File: src/rtl/regfile_write_arbiter_pkg.sv
// Shared types and constants for the register-file write-port arbiter.
package regfile_write_arbiter_pkg;

  localparam int REG_ADDR_W = 5;
  localparam int DATA_W     = 32;

  localparam logic [REG_ADDR_W-1:0] REG_ZERO = 5'd0;

  // NORMAL: processor has priority. FORCE: one-cycle stall so a game write lands.
  typedef enum logic {
    NORMAL = 1'b0,
    FORCE  = 1'b1
  } arb_state_e;

endpackage

File: src/rtl/rr_pick.sv
// Combinational round-robin picker: first set request at or after ptr_i,
// searching upward and wrapping. Returns a one-hot grant and its index.
module rr_pick #(
  parameter int N     = 2,
  parameter int IDX_W = 1
) (
  input  logic [N-1:0]     req_i,
  input  logic [IDX_W-1:0] ptr_i,
  output logic [N-1:0]     gnt_o,
  output logic [IDX_W-1:0] idx_o,
  output logic             valid_o
);

  // Scan N candidates starting at ptr_i; the first hit wins.
  always_comb begin
    gnt_o   = '0;
    idx_o   = '0;
    valid_o = 1'b0;
    for (int k = 0; k < N; k++) begin
      if (!valid_o && req_i[(int'(ptr_i) + k) % N]) begin
        valid_o                         = 1'b1;
        gnt_o[(int'(ptr_i) + k) % N]    = 1'b1;
        idx_o                           = IDX_W'((int'(ptr_i) + k) % N);
      end else begin
        valid_o = valid_o;
      end
    end
  end

endmodule

File: src/rtl/regfile_write_arbiter.sv
// Arbitrates the regfile's single write port between processor writeback
// and N_GAME game requesters. The processor normally wins; an age counter
// forces a one-cycle processor stall so game requesters cannot starve.
import regfile_write_arbiter_pkg::*;

module regfile_write_arbiter #(
  parameter int N_GAME   = 2,
  parameter int MAX_WAIT = 4,
  parameter int AGE_W    = 3
) (
  input  logic                         clock,
  input  logic                         ctrl_reset,
  input  logic                         cpu_we,
  input  logic [REG_ADDR_W-1:0]        cpu_wreg,
  input  logic [DATA_W-1:0]            cpu_wdata,
  output logic                         cpu_stall,
  input  logic [N_GAME-1:0]            game_req,
  input  logic [REG_ADDR_W*N_GAME-1:0] game_wreg,
  input  logic [DATA_W*N_GAME-1:0]     game_wdata,
  output logic [N_GAME-1:0]            game_gnt,
  output logic                         ctrl_writeEnable,
  output logic [REG_ADDR_W-1:0]        ctrl_writeReg,
  output logic [DATA_W-1:0]            data_writeReg
);

  localparam int IDX_W = (N_GAME > 1) ? $clog2(N_GAME) : 1;

  arb_state_e             state_q, state_d;
  logic [IDX_W-1:0]       ptr_q, ptr_d;
  logic [AGE_W-1:0]       age_q, age_d;
  logic                   we_q, we_d;
  logic [REG_ADDR_W-1:0]  wreg_q, wreg_d;
  logic [DATA_W-1:0]      wdata_q, wdata_d;

  logic [N_GAME-1:0]      pick_gnt;
  logic [IDX_W-1:0]       pick_idx;
  logic                   pick_valid;
  logic                   game_win;
  logic                   any_req;

  rr_pick #(
    .N     (N_GAME),
    .IDX_W (IDX_W)
  ) u_rr_pick (
    .req_i   (game_req),
    .ptr_i   (ptr_q),
    .gnt_o   (pick_gnt),
    .idx_o   (pick_idx),
    .valid_o (pick_valid)
  );

  assign any_req = |game_req;

  // Choose the accepted source, drive grant/stall, and compute all next state.
  always_comb begin
    state_d   = state_q;
    ptr_d     = ptr_q;
    age_d     = age_q;
    we_d      = 1'b0;
    wreg_d    = wreg_q;
    wdata_d   = wdata_q;
    game_gnt  = '0;
    cpu_stall = 1'b0;
    game_win  = 1'b0;

    if (!ctrl_reset) begin
      // Reset cycle: nothing is granted or stalled; the register block clears state.
      game_win = 1'b0;
    end else begin
      if (state_q == FORCE) begin
        cpu_stall = 1'b1;
        game_win  = pick_valid;
      end else if (cpu_we) begin
        we_d    = (cpu_wreg != REG_ZERO);
        wreg_d  = cpu_wreg;
        wdata_d = cpu_wdata;
      end else begin
        game_win = pick_valid;
      end

      if (game_win) begin
        game_gnt = pick_gnt;
        we_d     = (game_wreg[int'(pick_idx)*REG_ADDR_W +: REG_ADDR_W] != REG_ZERO);
        wreg_d   = game_wreg[int'(pick_idx)*REG_ADDR_W +: REG_ADDR_W];
        wdata_d  = game_wdata[int'(pick_idx)*DATA_W +: DATA_W];
        ptr_d    = (pick_idx == IDX_W'(N_GAME - 1)) ? {IDX_W{1'b0}} : pick_idx + {{(IDX_W-1){1'b0}}, 1'b1};
        age_d    = '0;
      end else if (state_q == FORCE) begin
        // Forced slot with every request withdrawn: just clear the age.
        age_d = '0;
      end else if (any_req) begin
        age_d = (age_q == {AGE_W{1'b1}}) ? age_q : age_q + {{(AGE_W-1){1'b0}}, 1'b1};
      end else begin
        age_d = age_q;
      end

      if (state_q == FORCE) begin
        state_d = NORMAL;
      end else if ((age_d == AGE_W'(MAX_WAIT)) && any_req) begin
        state_d = FORCE;
      end else begin
        state_d = NORMAL;
      end
    end
  end

  // State and registered regfile write port, with synchronous active-low reset.
  always_ff @(posedge clock) begin
    if (!ctrl_reset) begin
      state_q <= NORMAL;
      ptr_q   <= '0;
      age_q   <= '0;
      we_q    <= 1'b0;
      wreg_q  <= '0;
      wdata_q <= '0;
    end else begin
      state_q <= state_d;
      ptr_q   <= ptr_d;
      age_q   <= age_d;
      we_q    <= we_d;
      wreg_q  <= wreg_d;
      wdata_q <= wdata_d;
    end
  end

  assign ctrl_writeEnable = we_q;
  assign ctrl_writeReg    = wreg_q;
  assign data_writeReg    = wdata_q;

endmodule

File: config.mk
export PLATFORM = sky130hd
export DESIGN_NAME = regfile_write_arbiter
export DESIGN_NICKNAME = d
export VERILOG_FILES = /design/src/rtl/regfile_write_arbiter_pkg.sv /design/src/rtl/rr_pick.sv /design/src/rtl/regfile_write_arbiter.sv
export SDC_FILE = /design/constraint.sdc
export NUM_CORES = 1
export LEC_CHECK = 0
export CAP_MARGIN = 15
export CORE_MARGIN = 3
export CORE_UTILIZATION = 30
export CTS_CLUSTER_SIZE = 28
export DETAILED_ROUTE_END_ITERATION = 16
export PLACE_DENSITY = 0.68
export RECOVER_POWER = 100
export SETUP_SLACK_MARGIN = 0.05
export SYNTH_ARGS = -nofsm -noshare
export SYNTH_HDL_FRONTEND = slang
export SYNTH_SLANG_ARGS = --single-unit
File: constraint.sdc
create_clock -name clock -period 3.17 [get_ports clock]
set_input_delay 0.634 -clock clock [delete_from_list [all_inputs] [get_ports clock]]
set_output_delay 0.634 -clock clock [all_outputs]
set_load 0.1 [all_outputs]
==> results of run 1 <==
-- layout by cell type (no fill, tap or decap), types with 2 or more instances in the layout --
cell type / instances
buf_4: 10
inv_1: 2
o31ai_1: 32
clkbuf_8: 5
nand3_1: 38
nor2b_1: 2
buf_12: 5
dfxtp_1: 43
a41oi_1: 32
a21oi_1: 3
bufinv_16: 2
clkbuf_1: 40
dlygate4sd3_1: 2
or4_1: 3
nand2b_1: 2
nor3_1: 5
clkdlybuf4s50_1: 113
nand2_1: 34
nor2_1: 16
o41ai_1: 6
nand4_1: 32
-- report_power, final --
part	internal (mW)	switching, mW
registers	0.582	0.0254
logic	0.214	0.459
clock network	0.315	0.196
total	1.11	0.680
-- critical path: stages --
cell and delay [ps]:
dlygate4sd3_1 660, a21bo_2 300, nor2_1 100, clkbuf_2 470
-- flip-flops by register name (all words and copies together), names as in the netlist --
signal,count
data_writeReg,32
ctrl_writeReg,5
age_q,3
ctrl_writeEnable,1
ptr_q,1
state_q,1
-- kinds of logic (layout without fill, tap and decap cells) --
| logic type | Yosys count | after routing | share of synthesized area |
|---|---|---|---|
| xor gates and xnor gates | 2 | 2 | 0.007141 |
| DFF | 43 | 43 | 0.3508 |
| adders and majority gates | 1 | 1 | 0.005099 |
| and+or+nand+nor | 139 | 139 | 0.2851 |
| muxes | 1 | 1 | 0.004080 |
| AOI/OAI and AO/OA | 80 | 80 | 0.2636 |
| buffers and inverters | 41 | 180 | 0.08414 |
-- worst max-delay path by stage --
stage | to | slack (ps) | cells past startpoint
floorplan | game_gnt[0] | 230 | 3
global placement | data_writeReg[10] | 510 | 6
detailed placement | data_writeReg[10] | 490 | 6
CTS | cpu_stall | 590 | 4
global route | game_gnt[0] | 270 | 4
finish | game_gnt[0] | 370 | 4
-- per-stage QoR --
stage                     area [sq um]    util  hold WS, ps
after detailed placement          4034  0.5140        512.3
after global placement            4034  0.5140        499.9
final                             4005  0.5104        524.4
after global routing              4005  0.5104        572.1
after floorplan                   2459       -        473.6
after CTS                         4167  0.5309        527.9
-- final cells by class --
type / instances / share of cell area
repair buffers: 170 / 0.3689
inverters: 2 / 0.001874
clock inverters: 2 / 0.01500
multi-input cells: 223 / 0.3493
clock buffers: 6 / 0.01812
flip-flops and latches: 43 / 0.2149
well taps: 102 / 0.03186
-- metal layers --
metal  GRT usage  vias up
met2      0.3214      130
met3     0.05422        4
met4     0.04790        0
met5           0        -
li1            -     1477
met1      0.2475     1418
==> insert_results.sql, run 1 <==
INSERT INTO impl_metrics (metric_group, metric, value, unit) VALUES
('status', 'status', 'finished clean', ''),
('timing', 'worst_slew_pin_slew', '1208', 'ps'),
('global_route', 'grt.total_usage', '0.1934', ''),
('synth', 'synth_area_leaders', 'dfxtp_1 (35%), a41oi_1 (11%), o31ai_1 (9.8%)', ''),
('synth', 'postSynth.asyncResetShare', '0', ''),
('detailed_routing', 'top_layer', 'met4', ''),
('synth', 'synth_top_flop_cell', 'dfxtp_1', ''),
('clock_tree', 'numCtsBuffers', '5', ''),
('timing', 'finalSetupViolations', '0', ''),
('hold_path', 'hold_path_depth', '2', ''),
('power', 'report.power.total', '1.792', 'mW'),
('synth', 'synth_top_area_share', '0.3508', ''),
('setup_path', 'crit_path_start_kind', 'input pin', ''),
('die', 'design.die.area', '9300', 'sq um'),
('detailed_routing', 'detail_route.first_pass.iterations', '4', ''),
('detailed_routing', 'wl_met1', '3940', 'um'),
('clock_tree', 'cts.root.buffer_cell', 'clkbuf_8', ''),
('detailed_routing', 'met3_length', '894', 'um'),
('power', 'leakage', '1.386', 'nW'),
('power', 'pwr_density_cell', '447.5', 'nW/um^2'),
('timing', 'final_clock_period_utilization_by_the_worst_path', '0.8848', ''),
('hold_path', 'timing.hold.worst.class', 'register to register', ''),
('clock_tree', 'cts_tree', 'built', ''),
('setup_path', 'critical_path.reg2reg.endpoint', 'data_writeReg[10]', ''),
('detailed_routing', 'route.met2.wl', '4415', 'um'),
('timing', 'timing.final.crit_period', '2805', 'ps'),
('finish', 'nFillCells', '777', ''),
('setup_path', 'cp_data_required_time', '2540', 'ps'),
('setup_path', 'reg2reg_depth', '5', ''),
('timing', 'fin_setup_tns', '0', 'ps'),
('hold_path', 'hold_path_startpoint', 'ctrl_writeReg[0]', ''),
('setup_path', 'critPathCaptureType', 'output port', ''),
('synth', 'synth_enable_flop_cells', '0', ''),
('finish', 'area.sequential', '860.8', 'sq um'),
('finish', 'nNetsFinal', '562', ''),
('hold_path', 'holdPathEnd', 'ctrl_writeReg[0]', ''),
('global_route', 'congestion_overflow_gr', '0', ''),
('detailed_routing', 'wl_per_cell', '16.97', 'um'),
('synth', 'syn_area_per_cell', '7.992', 'sq um'),
('placement', 'total_half_perimeter_wirelength_after_legalization_and_detailed_placement', '6693', 'um'),
('timing', 'clock-skew-final', '4.405', 'ps'),
('clock_tree', 'cts.repair_timing.setup_buffer_count', '0', ''),
('finish', 'syn_to_final_growth', '63.23', '%'),
('synth', 'post_synth_most_frequent_cells', 'dfxtp_1 (43), nand3_1 (38), nand2_1 (34)', ''),
('finish', 'fraction_of_final_layout_cells_with_drive_strength_greater_than_1', '0.06278', ''),
('detailed_routing', 'ant_nets', '0', ''),
('synth', 'synthDistinctLibCells', '34', ''),
('global_route', 'antenna_found_initial', '0', ''),
('synth', 'synth_cells', '307', ''),
('die', 'core_area', '7848', 'sq um'),
('die', 'floorplan.initialDensity', '0.3127', ''),
('finish', 'num_antenna_cells', '0', ''),
('clock_tree', 'clk_latency', '290', 'ps'),
('power', 'irDropWorstVdd', '0.2197', 'mV'),
('clock_tree', 'cts_sinks', '43', ''),
('synth', 'synth_top_area_cell', 'dfxtp_1', ''),
('timing', 'top_achievable_clock_speed', '356.5', 'MHz'),
('die', 'chipWidth', '96.44', 'um'),
('synth', 'synth_seq_area_share', '0.3508', ''),
('die', 'dieHeight', '96.44', 'um'),
('finish', 'area_of_combinational_cells_with_multiple_inputs', '1399', 'sq um'),
('timing', 'final_critical_path_setup_slack', '365.3', 'ps'),
('timing', 'grt_setup_unrepaired', 'false', ''),
('timing', 'final_report_max_slew_violation_count', '0', ''),
('global_route', 'first_global_vias', '3010', ''),
('timing', 'final_hold_viol_count', '0', ''),
('clock_tree', 'ctsResizeCount', '0', ''),
('synth', 'netlist_area', '2454', 'sq um'),
('timing', 'slew_headroom', '0.1984', ''),
('synth', 'synth.net_count', '424', ''),
('setup_path', 'critPathKind', 'input pin to output port', '');
Note: power is estimated with default switching activity, not from simulation.
==> run 2, diff against run 1 <==
- PLACE_DENSITY: 0.68 -> 0.73
==> insert_results.sql, run 2 (synthesis gave the netlist of run 1 again) <==
INSERT INTO impl_metrics (metric_group, metric, value, unit) VALUES
('timing', 'worst_slew_pin_slew', '1255', 'ps'),
('global_route', 'first_global_vias', '3054', ''),
('finish', 'final_cell_mix', 'clkdlybuf4s50_1 (112), dfxtp_1 (43), clkbuf_1 (41), nand3_1 (38), nand2_1 (34)', ''),
('clock_tree', 'cts.root.buffer_cell', 'clkbuf_8', ''),
('global_route', 'pin_count_of_the_biggest_net_entering_global_routing', '38', ''),
('finish', 'nNetsFinal', '560', ''),
('setup_path', 'crit_path_start_kind', 'input pin', ''),
('die', 'placementRows', '32', ''),
('setup_path', 'timing.critical_path.buf_inv', '2', ''),
('die', 'io_pins', '157', ''),
('clock_tree', 'clk_latency', '290', 'ps'),
('clock_tree', 'postCtsHoldBufs', '0', ''),
('timing', 'clock-skew-final', '4.143', 'ps'),
('power', 'pwr_density_cell', '415.7', 'nW/um^2'),
('setup_path', 'cp_data_required_time', '2540', 'ps'),
('finish', 'num_antenna_cells', '0', ''),
('timing', 'final_report_max_slew_violation_count', '0', ''),
('power', 'irDropWorstVdd', '0.1681', 'mV'),
('timing', 'top_achievable_clock_speed', '352.3', 'MHz'),
('detailed_routing', 'detailroute.via_count', '3092', ''),
('power', 'report.power.total', '1.615', 'mW'),
('global_route', 'congestion_overflow_gr', '0', ''),
('timing', 'grt_setup_unrepaired', 'false', ''),
('global_route', 'grt.total_usage', '0.1928', ''),
('timing', 'final_hold_viol_count', '0', ''),
('timing', 'finalSetupViolations', '0', ''),
('placement', 'quantity_of_i_o_buffers_inserted_on_ports', '156', ''),
('setup_path', 'crit_fanout', '8', ''),
('die', 'dieHeight', '96.44', 'um'),
('timing', 'slew_headroom', '0.1636', ''),
('detailed_routing', 'routed_wirelength', '9422', 'um'),
('die', 'chipWidth', '96.44', 'um'),
('power', 'clockPowerShare', '0.212', ''),
('run', 'maxCapViolations', '0', ''),
('clock_tree', 'cts_sinks', '43', ''),
('clock_tree', 'path_clk_slew', '80', 'ps'),
('global_route', 'global_route_wire_length_before_repair', '14410', 'um'),
('detailed_routing', 'remaining_drc_errors', '0', ''),
('finish', 'syn_to_final_growth', '58.29', '%'),
('power', 'internal_power', '0.9426', 'mW'),
('die', 'design.die.area', '9300', 'sq um'),
('clock_tree', 'ctsResizeCount', '0', ''),
('setup_path', 'critPathKind', 'input pin to output port', ''),
('setup_path', 'critPathCaptureType', 'output port', ''),
('timing', 'fin_setup_tns', '0', 'ps'),
('power', 'comb_power_share', '0.412', ''),
('timing', 'timing.final.crit_period', '2838', 'ps'),
('die', 'floorplan.initialDensity', '0.3127', ''),
('detailed_routing', 'wl_per_cell', '17.26', 'um'),
('clock_tree', 'cts_htree_levels', '2', ''),
('status', 'status', 'finished clean', ''),
('timing', 'final_clock_period_utilization_by_the_worst_path', '0.8954', ''),
('hold_path', 'timing.hold.worst.class', 'register to register', ''),
('die', 'core_area', '7848', 'sq um'),
('power', 'p_sw_frac', '0.4162', ''),
('clock_tree', 'cts_tree', 'built', ''),
('placement', 'total_half_perimeter_wirelength_after_legalization_and_detailed_placement', '6763', 'um'),
('setup_path', 'cp_slowest_cell', 'dlygate4sd3_1', ''),
('detailed_routing', 'drt_initial_violations', '250', ''),
('setup_path', 'worstPathArrival', '2200', 'ps'),
('global_route', 'antenna_found_initial', '0', ''),
('setup_path', 'cp_slowest_stage_delay', '680', 'ps'),
('finish', 'fraction_of_final_layout_cells_with_drive_strength_greater_than_1', '0.05856', ''),
('placement', 'gp_congestion', '0.8107', ''),
('detailed_routing', 'via_per_inst', '5.663', ''),
('detailed_routing', 'detail_route.first_pass.iterations', '5', ''),
('setup_path', 'path_delay_family', 'buffers and inverters', ''),
('finish', 'largest_register_ff_count', '32', ''),
('power', 'share_seq_of_total_power', '0.376', ''),
('finish', 'finish.utilization', '0.4949', ''),
('clock_tree', 'numCtsBuffers', '5', ''),
('finish', 'mostFrequentLayoutCell', 'clkdlybuf4s50_1', ''),
('clock_tree', 'clk_path_buf_depth', '2', ''),
('clock_tree', 'cts.repair_timing.setup_buffer_count', '0', ''),
('detailed_routing', 'ant_nets', '0', ''),
('setup_path', 'timing.critical_path.cells', 'dlygate4sd3_1 -> a21bo_2 -> nor2_1 -> clkbuf_2', ''),
('power', 'power.switching', '0.6720', 'mW'),
('power', 'leakage', '1.336', 'nW');
run 2: layout make-up:
cell class	instances	area [sq um]
clock inverter	1	5.005
clock buffer	7	76.32
tap	102	127.6
sequential	43	860.8
inverter	2	7.507
multi-input combinational	223	1394
fill	785	3964
timing repair buffer	168	1413
run 2: worst paths after layout:
check                         from                end  slack (ps)  depth (start not counted)
setup / recovery       game_req[0]        game_gnt[0]         330                          4
setup reg to reg             ptr_q  data_writeReg[11]        1190                          4
hold / removal    ctrl_writeReg[1]   ctrl_writeReg[1]         530                          2
hold reg to reg   ctrl_writeReg[1]   ctrl_writeReg[1]         530                          2
run 2: metal layers:
metal,up-vias,track usage,share of wire
li1,1471,-,-
met4,0,0.05958,0.0094
met2,179,0.3186,0.48
met5,-,0,0
met1,1434,0.2435,0.40
met3,8,0.05345,0.11
run 2: stage by stage:
step / hold slack, ps / worst slack (ps) / area [sq um] / std cells
floorplan: 473.6 / 234.4 / 2459 / 307
global placement: 503.0 / 582.2 / 3979 / 538
detailed placement: 521.0 / 579.2 / 3979 / 538
CTS: 533.0 / 577.5 / 4060 / 546
global route: 555.5 / 271.6 / 3884 / 546
finish: 526.0 / 331.5 / 3884 / 546
run 2: power groups by stage:
| stage | Clock, mW | Sequential, mW | Combinational (mW) |
|---|---|---|---|
| after CTS | 0.359 | 0.608 | 0.706 |
| after global placement | 0 | 0.619 | 0.699 |
| after detailed placement | 0 | 0.619 | 0.704 |
| final | 0.343 | 0.607 | 0.665 |
| after global routing | 0.377 | 0.612 | 0.699 |
| after floorplan | 0 | 0.899 | 0.167 |
run 2: worst register-to-register path, stage by stage, from the launching register on:
cell and delay (ps):
dfxtp_1 370, a21boi_2 730, clkbuf_2 460, nand3_1 120, a41oi_1 220
==> run 3, diff against run 2 <==
- CTS_CLUSTER_SIZE: 28 -> not set
==> results of run 3 <==
Final layout, timing and power as in run 2 (identical DEF).
